===== config.mk =====
export PLATFORM = sky130hd
export DESIGN_NAME = memory_board_ctrl
export DESIGN_NICKNAME = d
export VERILOG_FILES = /design/src/rtl/memory_board_pkg.sv /design/src/rtl/memory_cell_array.sv /design/src/rtl/memory_board_ctrl.sv
export SDC_FILE = /design/constraint.sdc
export NUM_CORES = 1
export LEC_CHECK = 0
export CORE_MARGIN = 5
export CORE_UTILIZATION = 40
export CTS_CLUSTER_DIAMETER = 80
export DETAILED_ROUTE_END_ITERATION = 10
export DONT_BUFFER_PORTS = 1
export SETUP_SLACK_MARGIN = 0.3
export SLEW_MARGIN = 25
export SYNTH_ARGS = -nofsm -noshare
export SYNTH_HDL_FRONTEND = slang
export SYNTH_SLANG_ARGS = --single-unit

===== constraint.sdc =====
create_clock -name i_clk -period 7.7 [get_ports i_clk]
set_input_delay 1.925 -clock i_clk [delete_from_list [all_inputs] [get_ports i_clk]]
set_output_delay 1.925 -clock i_clk [all_outputs]
set_load 0.1 [all_outputs]

===== src/rtl/memory_board_pkg.sv =====
// Shared types for the memory (concentration) board controller.
package memory_board_pkg;

    // Per-cell visibility state as seen on the cell_state output.
    typedef enum logic [1:0] {
        HIDDEN  = 2'd0,
        UP      = 2'd1,
        MATCHED = 2'd2
    } cell_state_e;

    // Turn sequencing: first pick, second pick, mismatch reveal, game over.
    typedef enum logic [1:0] {
        PICK1 = 2'd0,
        PICK2 = 2'd1,
        HOLD  = 2'd2,
        DONE  = 2'd3
    } fsm_state_e;

    localparam int CELL_W = 2;

endpackage


===== src/rtl/memory_cell_array.sv =====
// Per-cell state storage for the board plus the "every cell matched" reduction.
// The reduction looks at the next-state value so the controller can go straight
// to DONE on the edge that matches the final pair.
module memory_cell_array
    import memory_board_pkg::*;
#(
    parameter int NUM_CELLS = 16,
    localparam int IDX_W    = $clog2(NUM_CELLS)
) (
    input  logic                       i_clk,
    input  logic                       i_rst,
    input  logic                       i_up_en,
    input  logic [IDX_W-1:0]           i_up_idx,
    input  logic                       i_match_en,
    input  logic [IDX_W-1:0]           i_match_a,
    input  logic [IDX_W-1:0]           i_match_b,
    input  logic                       i_hide_en,
    output logic [CELL_W*NUM_CELLS-1:0] o_cell_state,
    output logic                       o_all_matched_next
);

    logic [NUM_CELLS-1:0] w_next_matched;

    for (genvar g = 0; g < NUM_CELLS; g++) begin : g_cell
        localparam logic [IDX_W-1:0] IDX = IDX_W'(g);
        cell_state_e r_state;
        cell_state_e w_next;

        // Next state: hide-all-UP first, then a flip or a match overrides it
        always_comb begin
            w_next = r_state;
            if (i_hide_en && r_state == UP)
                w_next = HIDDEN;
            if (i_up_en && i_up_idx == IDX)
                w_next = UP;
            if (i_match_en && (i_match_a == IDX || i_match_b == IDX))
                w_next = MATCHED;
        end

        // Cell state register
        always_ff @(posedge i_clk) begin
            if (i_rst) r_state <= HIDDEN;
            else       r_state <= w_next;
        end

        assign o_cell_state[CELL_W*g +: CELL_W] = r_state;
        assign w_next_matched[g] = (w_next == MATCHED);
    end

    assign o_all_matched_next = &w_next_matched;

endmodule


===== src/rtl/memory_board_ctrl.sv =====
// Memory-game board controller: cursor, turn FSM, pair matching, scoring.
// Optional feature: define MEMORY_BOARD_TURN_TIMEOUT_EN to compile in a turn
// timeout (parameter TURN_TIMEOUT, output o_timeout_pulse).
module memory_board_ctrl
    import memory_board_pkg::*;
#(
    parameter int NUM_CELLS   = 16,
    parameter int LABEL_W     = 4,
    parameter int NUM_PLAYERS = 2,
    parameter int REVEAL_CYC  = 8,
    parameter int SCORE_W     = 4
`ifdef MEMORY_BOARD_TURN_TIMEOUT_EN
   ,parameter int TURN_TIMEOUT = 1024
`endif
) (
    input  logic                             i_clk,
    input  logic                             i_rst,
    input  logic [NUM_CELLS*LABEL_W-1:0]     i_labels,
    input  logic                             i_move,
    input  logic                             i_move_dir,
    input  logic                             i_select,
    output logic [$clog2(NUM_CELLS)-1:0]     o_cursor,
    output logic [2*NUM_CELLS-1:0]           o_cell_state,
    output logic [$clog2(NUM_PLAYERS)-1:0]   o_player,
    output logic [NUM_PLAYERS*SCORE_W-1:0]   o_scores,
    output logic                             o_match_pulse,
    output logic                             o_done
`ifdef MEMORY_BOARD_TURN_TIMEOUT_EN
   ,output logic                             o_timeout_pulse
`endif
);

    localparam int IDX_W  = $clog2(NUM_CELLS);
    localparam int PLY_W  = $clog2(NUM_PLAYERS);
    localparam int HOLD_W = $clog2(REVEAL_CYC + 1);

    fsm_state_e                           r_state;
    logic [IDX_W-1:0]                     r_cursor;
    logic [IDX_W-1:0]                     r_first;
    logic [PLY_W-1:0]                     r_player;
    logic [NUM_PLAYERS-1:0][SCORE_W-1:0]  r_scores;
    logic [HOLD_W-1:0]                    r_hold_cnt;
    logic                                 r_match_pulse;
    logic                                 r_done;

    logic [2*NUM_CELLS-1:0] w_cells;
    logic                   w_all_next;
    logic                   w_in_pick;
    logic                   w_cur_hidden;
    logic                   w_accept;
    logic [LABEL_W-1:0]     w_lbl_first;
    logic [LABEL_W-1:0]     w_lbl_cur;
    logic                   w_labels_eq;
    logic                   w_up_en;
    logic                   w_match_en;
    logic                   w_hold_exit;
    logic                   w_hide_en;
    logic                   w_timeout;
    logic [PLY_W-1:0]       w_next_player;

    // Select always acts on the pre-move cursor, so everything keys off r_cursor
    assign w_in_pick    = (r_state == PICK1) || (r_state == PICK2);
    assign w_cur_hidden = (w_cells[2*r_cursor +: 2] == HIDDEN);
    assign w_accept     = i_select && w_cur_hidden && w_in_pick;
    assign w_lbl_first  = i_labels[r_first*LABEL_W +: LABEL_W];
    assign w_lbl_cur    = i_labels[r_cursor*LABEL_W +: LABEL_W];
    assign w_labels_eq  = (w_lbl_first == w_lbl_cur);
    assign w_up_en      = w_accept && ((r_state == PICK1) || !w_labels_eq);
    assign w_match_en   = w_accept && (r_state == PICK2) && w_labels_eq;
    assign w_hold_exit  = (r_state == HOLD) && (r_hold_cnt == HOLD_W'(REVEAL_CYC - 1));
    assign w_hide_en    = w_hold_exit || w_timeout;
    assign w_next_player = (r_player == PLY_W'(NUM_PLAYERS - 1)) ? '0 : r_player + 1'b1;

    memory_cell_array #(.NUM_CELLS(NUM_CELLS)) u_cells (
        .i_clk              (i_clk),
        .i_rst              (i_rst),
        .i_up_en            (w_up_en),
        .i_up_idx           (r_cursor),
        .i_match_en         (w_match_en),
        .i_match_a          (r_first),
        .i_match_b          (r_cursor),
        .i_hide_en          (w_hide_en),
        .o_cell_state       (w_cells),
        .o_all_matched_next (w_all_next)
    );

`ifdef MEMORY_BOARD_TURN_TIMEOUT_EN
    localparam int TO_W = $clog2(TURN_TIMEOUT + 1);
    logic [TO_W-1:0] r_to_cnt;
    logic            r_timeout_pulse;

    assign w_timeout = w_in_pick && !w_accept && (r_to_cnt == TO_W'(TURN_TIMEOUT - 1));

    // Idle-turn counter: runs only while waiting for a pick
    always_ff @(posedge i_clk) begin
        if (i_rst) begin
            r_to_cnt        <= '0;
            r_timeout_pulse <= 1'b0;
        end else begin
            r_timeout_pulse <= w_timeout;
            if (!w_in_pick || w_accept || w_timeout) r_to_cnt <= '0;
            else                                     r_to_cnt <= r_to_cnt + 1'b1;
        end
    end

    assign o_timeout_pulse = r_timeout_pulse;
`else
    assign w_timeout = 1'b0;
`endif

    // Cursor: wraps both ways, frozen once the game is over
    always_ff @(posedge i_clk) begin
        if (i_rst)
            r_cursor <= '0;
        else if (i_move && r_state != DONE) begin
            if (i_move_dir)
                r_cursor <= (r_cursor == '0) ? IDX_W'(NUM_CELLS - 1) : r_cursor - 1'b1;
            else
                r_cursor <= (r_cursor == IDX_W'(NUM_CELLS - 1)) ? '0 : r_cursor + 1'b1;
        end
    end

    // Turn FSM with scoring, reveal timer and registered status outputs
    always_ff @(posedge i_clk) begin
        if (i_rst) begin
            r_state       <= PICK1;
            r_first       <= '0;
            r_player      <= '0;
            r_scores      <= '0;
            r_hold_cnt    <= '0;
            r_match_pulse <= 1'b0;
            r_done        <= 1'b0;
        end else begin
            r_match_pulse <= 1'b0;
            case (r_state)
                PICK1: begin
                    if (w_accept) begin
                        r_first <= r_cursor;
                        r_state <= PICK2;
                    end else if (w_timeout) begin
                        r_player <= w_next_player;
                    end
                end
                PICK2: begin
                    if (w_match_en) begin
                        if (r_scores[r_player] != '1)
                            r_scores[r_player] <= r_scores[r_player] + 1'b1;
                        r_match_pulse <= 1'b1;
                        r_done        <= w_all_next;
                        r_state       <= w_all_next ? DONE : PICK1;
                    end else if (w_accept) begin
                        r_hold_cnt <= '0;
                        r_state    <= HOLD;
                    end else if (w_timeout) begin
                        r_player <= w_next_player;
                        r_state  <= PICK1;
                    end
                end
                HOLD: begin
                    if (w_hold_exit) begin
                        r_hold_cnt <= '0;
                        r_player   <= w_next_player;
                        r_state    <= PICK1;
                    end else begin
                        r_hold_cnt <= r_hold_cnt + 1'b1;
                    end
                end
                default: ;
            endcase
        end
    end

    assign o_cursor      = r_cursor;
    assign o_cell_state  = w_cells;
    assign o_player      = r_player;
    assign o_scores      = r_scores;
    assign o_match_pulse = r_match_pulse;
    assign o_done        = r_done;

endmodule


==> results by group <==
Timing
  • Final Cycle Share: 63.4%
  • Clk_skew: 7.88 ps
  • Unrepaired setup endpoints after global routing: no
  • Tmin final: 4880 ps
  • Final worst slack: 2820 ps
  • Final setup fails: 0
  • FMAX: 0.205 GHz
  • Max Slew Vio Count: 0
  • Slew margin rel.: 26.7%
  • Hold Vio Cnt, Final: 0
  • Worst-Margin Slew: 1100 ps
  • Post-route setup TNS: 0 ps
  • Hold WS: 494 ps

Clock network
  • # H-tree levels: 3
  • Worst-path clk slew: 50 ps
  • Clock sink total: 57
  • Setup bufs post-CTS: 0
  • Cts bufs inserted: 9
  • Post-cts resize count: 0
  • Worst-Skew Late Latency: 330 ps
  • Clock root buffer: clkbuf_16
  • Clock tree buffer depth: 2
  • CTS Hold Bufs: 0
  • CTS tree: yes

Power and ir drop
  • Power Density: 240 nW/um^2
  • Seq pwr share: 31.4%
  • Total power: 1190 uW
  • Switch Pwr: 436 uW
  • Power Internal: 750 uW
  • Worst VDD drop: 0.106 mV
  • Sw Share: 36.8%
  • Pleak: 0.00168 uW
  • Clock share of power: 39.9%
  • Gate power share: 28.6%

Finish
  • Most common cell after layout, fill and taps aside: nor2_1
  • Area Growth Syn to Fin: 8.42%
  • Fillers: 1099
  • Finished Cell Area: 4940 sq um
  • Register area: 1150 sq um
  • Most frequent cells in the layout: nor2_1 (68), dfxtp_1 (48), nand2_1 (41), o21ai_0 (34), a22oi_1 (29)
  • Nets: 590
  • Diodes inserted: 0
  • Area taken by multi-input logic gates: 3100 sq um
  • Share of layout cells above drive strength 1: 15.7%

Global routing
  • Number of global-route vias before repair: 4261
  • First-pass GRT wire length: 24000 microns
  • Gr usage total: 23.0%
  • Remaining Overflow, GRT: 0
  • Largest net degree at the start of global routing: 55
  • Antenna violations before repair: 0

Logic synthesis
  • Yosys warns: 0
  • Synth Area in Compound Gates: 23.6%
  • Syn Nets: 610
  • Post-synth EDFFs: 0
  • Largest family of logic cells by synthesized area: compound AO/OA/AOI/OAI gates
  • Simple-gate share of the synthesized area: 20.8%
  • Synth Flop Type: dfxtp_1
  • Unique masters post-synth: 67
  • Post-synthesis adder-cell area fraction: 3.02%
  • Post-synth ARST share: 0%
  • Sequential area share after synthesis: 25.0%
  • Post-Syn Area: 4560 sq um
  • Synthesis-stage register bit count: 57
  • Post-synthesis mux area share: 18.8%
  • Synth Area in XOR/XNOR: 1.73%
  • Post-synthesis cell count: 530
  • Avg Cell Area, Syn: 8.60 sq um

Setup path
  • Worst Path Required: 7930 ps
  • Critical Path AT: 5110 ps
  • Startpoint types: input pin
  • Setup crit end kind: flop
  • Critical path class: input pin to flop
  • CP Max Fanout: 16
  • R2R Setup Slk: 2910 ps

Drt
  • Drc violations: 0
  • ANT nets after route: 0
  • Routed wire length: 15600 microns
  • DR iter-0 viols: 398
  • First-pass DRT Iterations: 6
  • DR vias/cell: 6.60
  • Routed vias: 4340
  • Wire length per cell: 23.8 microns

Die
  • Core area: 11300 sq um
  • IO Pins: 116
  • Die ar.: 13600 sq um
  • Site Rows: 39
  • Die height: 117 microns
  • Starting Density: 40.4%
  • Die width: 117 microns

Placement
  • RePlAce Congestion: 0.990
  • Post-DP Area: 4590 sq um
  • Pre-CTS WS: 2500 ps
  • Dpl hpwl: 11300 microns
  • I/O Buffers: 0

Min path
  • Hold crit path type: flop to flop

Outcome
  • Outcome: complete, no violations

Job
  • MaxCap Viol Count: 0
-- per-layer routing --
| metal | GRT usage [%] | vias up | wire [microns] |
|---|---|---|---|
| met4 | 7.26 | 0 | 363 |
| met1 | 29.4 | 2114 | 6370 |
| met2 | 37.2 | 227 | 7340 |
| met5 | 0 | - | 0 |
| li1 | - | 1973 | - |
| met3 | 7.05 | 26 | 1570 |
-- worst max-delay path, cell delays in order --
cell and delay [ps]:
mux4_4 580, a22oi_1 210, nand2_1 80, xor2_1 170, nor4_2 280, buf_4 260
nand2_1 420, a2bb2oi_1 320, nor4b_1 360, nand4_1 250, o41ai_2 250
-- cell usage after synthesis (5+ instances only) --
master / number / area, sq um
mux4_2: 23 / 518
nand2_1: 41 / 154
clkbuf_1: 24 / 90.1
and2_1: 5 / 31.3
nor4_1: 7 / 43.8
a211oi_1: 11 / 82.6
nor2_1: 68 / 255
nor3_1: 11 / 55.1
buf_2: 7 / 35.0
a221oi_1: 5 / 43.8
a31oi_1: 7 / 43.8
buf_4: 7 / 52.6
o21ai_0: 34 / 170
ha_1: 11 / 138
inv_1: 16 / 60.1
a21oi_1: 25 / 125
o21ai_1: 8 / 40.0
mux2i_1: 8 / 80.1
a22oi_1: 29 / 218
a32oi_1: 5 / 43.8
xor2_1: 7 / 61.3
nand3_1: 22 / 110
nor2b_1: 11 / 68.8
dfxtp_1: 57 / 1140
mux4_1: 8 / 210
-- final timing paths --
check,from,to,cells past startpoint
hold / removal,r_first[2],r_first[2],2
setup / recovery,i_labels[47],r_state[0],11
hold reg to reg,r_first[2],r_first[2],2
setup reg to reg,o_cursor[1],r_state[0],10
-- logic make-up after synthesis --
family / after synthesis
buf+inv: 62
mux: 42
xor+xnor: 9
compound gates: 157
simple gates: 192
fa+ha+maj: 11
flops: 57
-- sequential cells by signal, summed over array words and instances, names as in the netlist --
name and flops:
r_state 2, o_scores 8, o_cursor 4, o_match_pulse 1, u_cells.g_cell.r_state 32, o_done 1, o_player 1, r_hold_cnt 4
r_first 4
-- power groups by stage --
stage,logic (uW),clock network (uW),registers [uW]
6_report,340,474,373
5_1_grt,365,495,376
4_1_cts,334,477,373
3_5_place_dp,331,0,379
3_3_place_gp,332,0,378
2_1_floorplan,265,0,377
-- metrics by stage --
stage	util [%]	cells
after floorplan	-	530
after global placement	40.7	642
after detailed placement	40.7	642
after CTS	43.8	658
after global routing	43.9	658
final	43.9	658
-- area by class of cell --
cell class | instances | share of cell area (%)
clock inverter | 5 | 2.08
timing repair buffer | 14 | 2.13
sequential | 57 | 23.3
tap | 143 | 3.62
clock buffer | 11 | 4.91
multi-input combinational | 411 | 62.7
inverter | 17 | 1.29
Note: power is estimated with default switching activity, not from simulation.
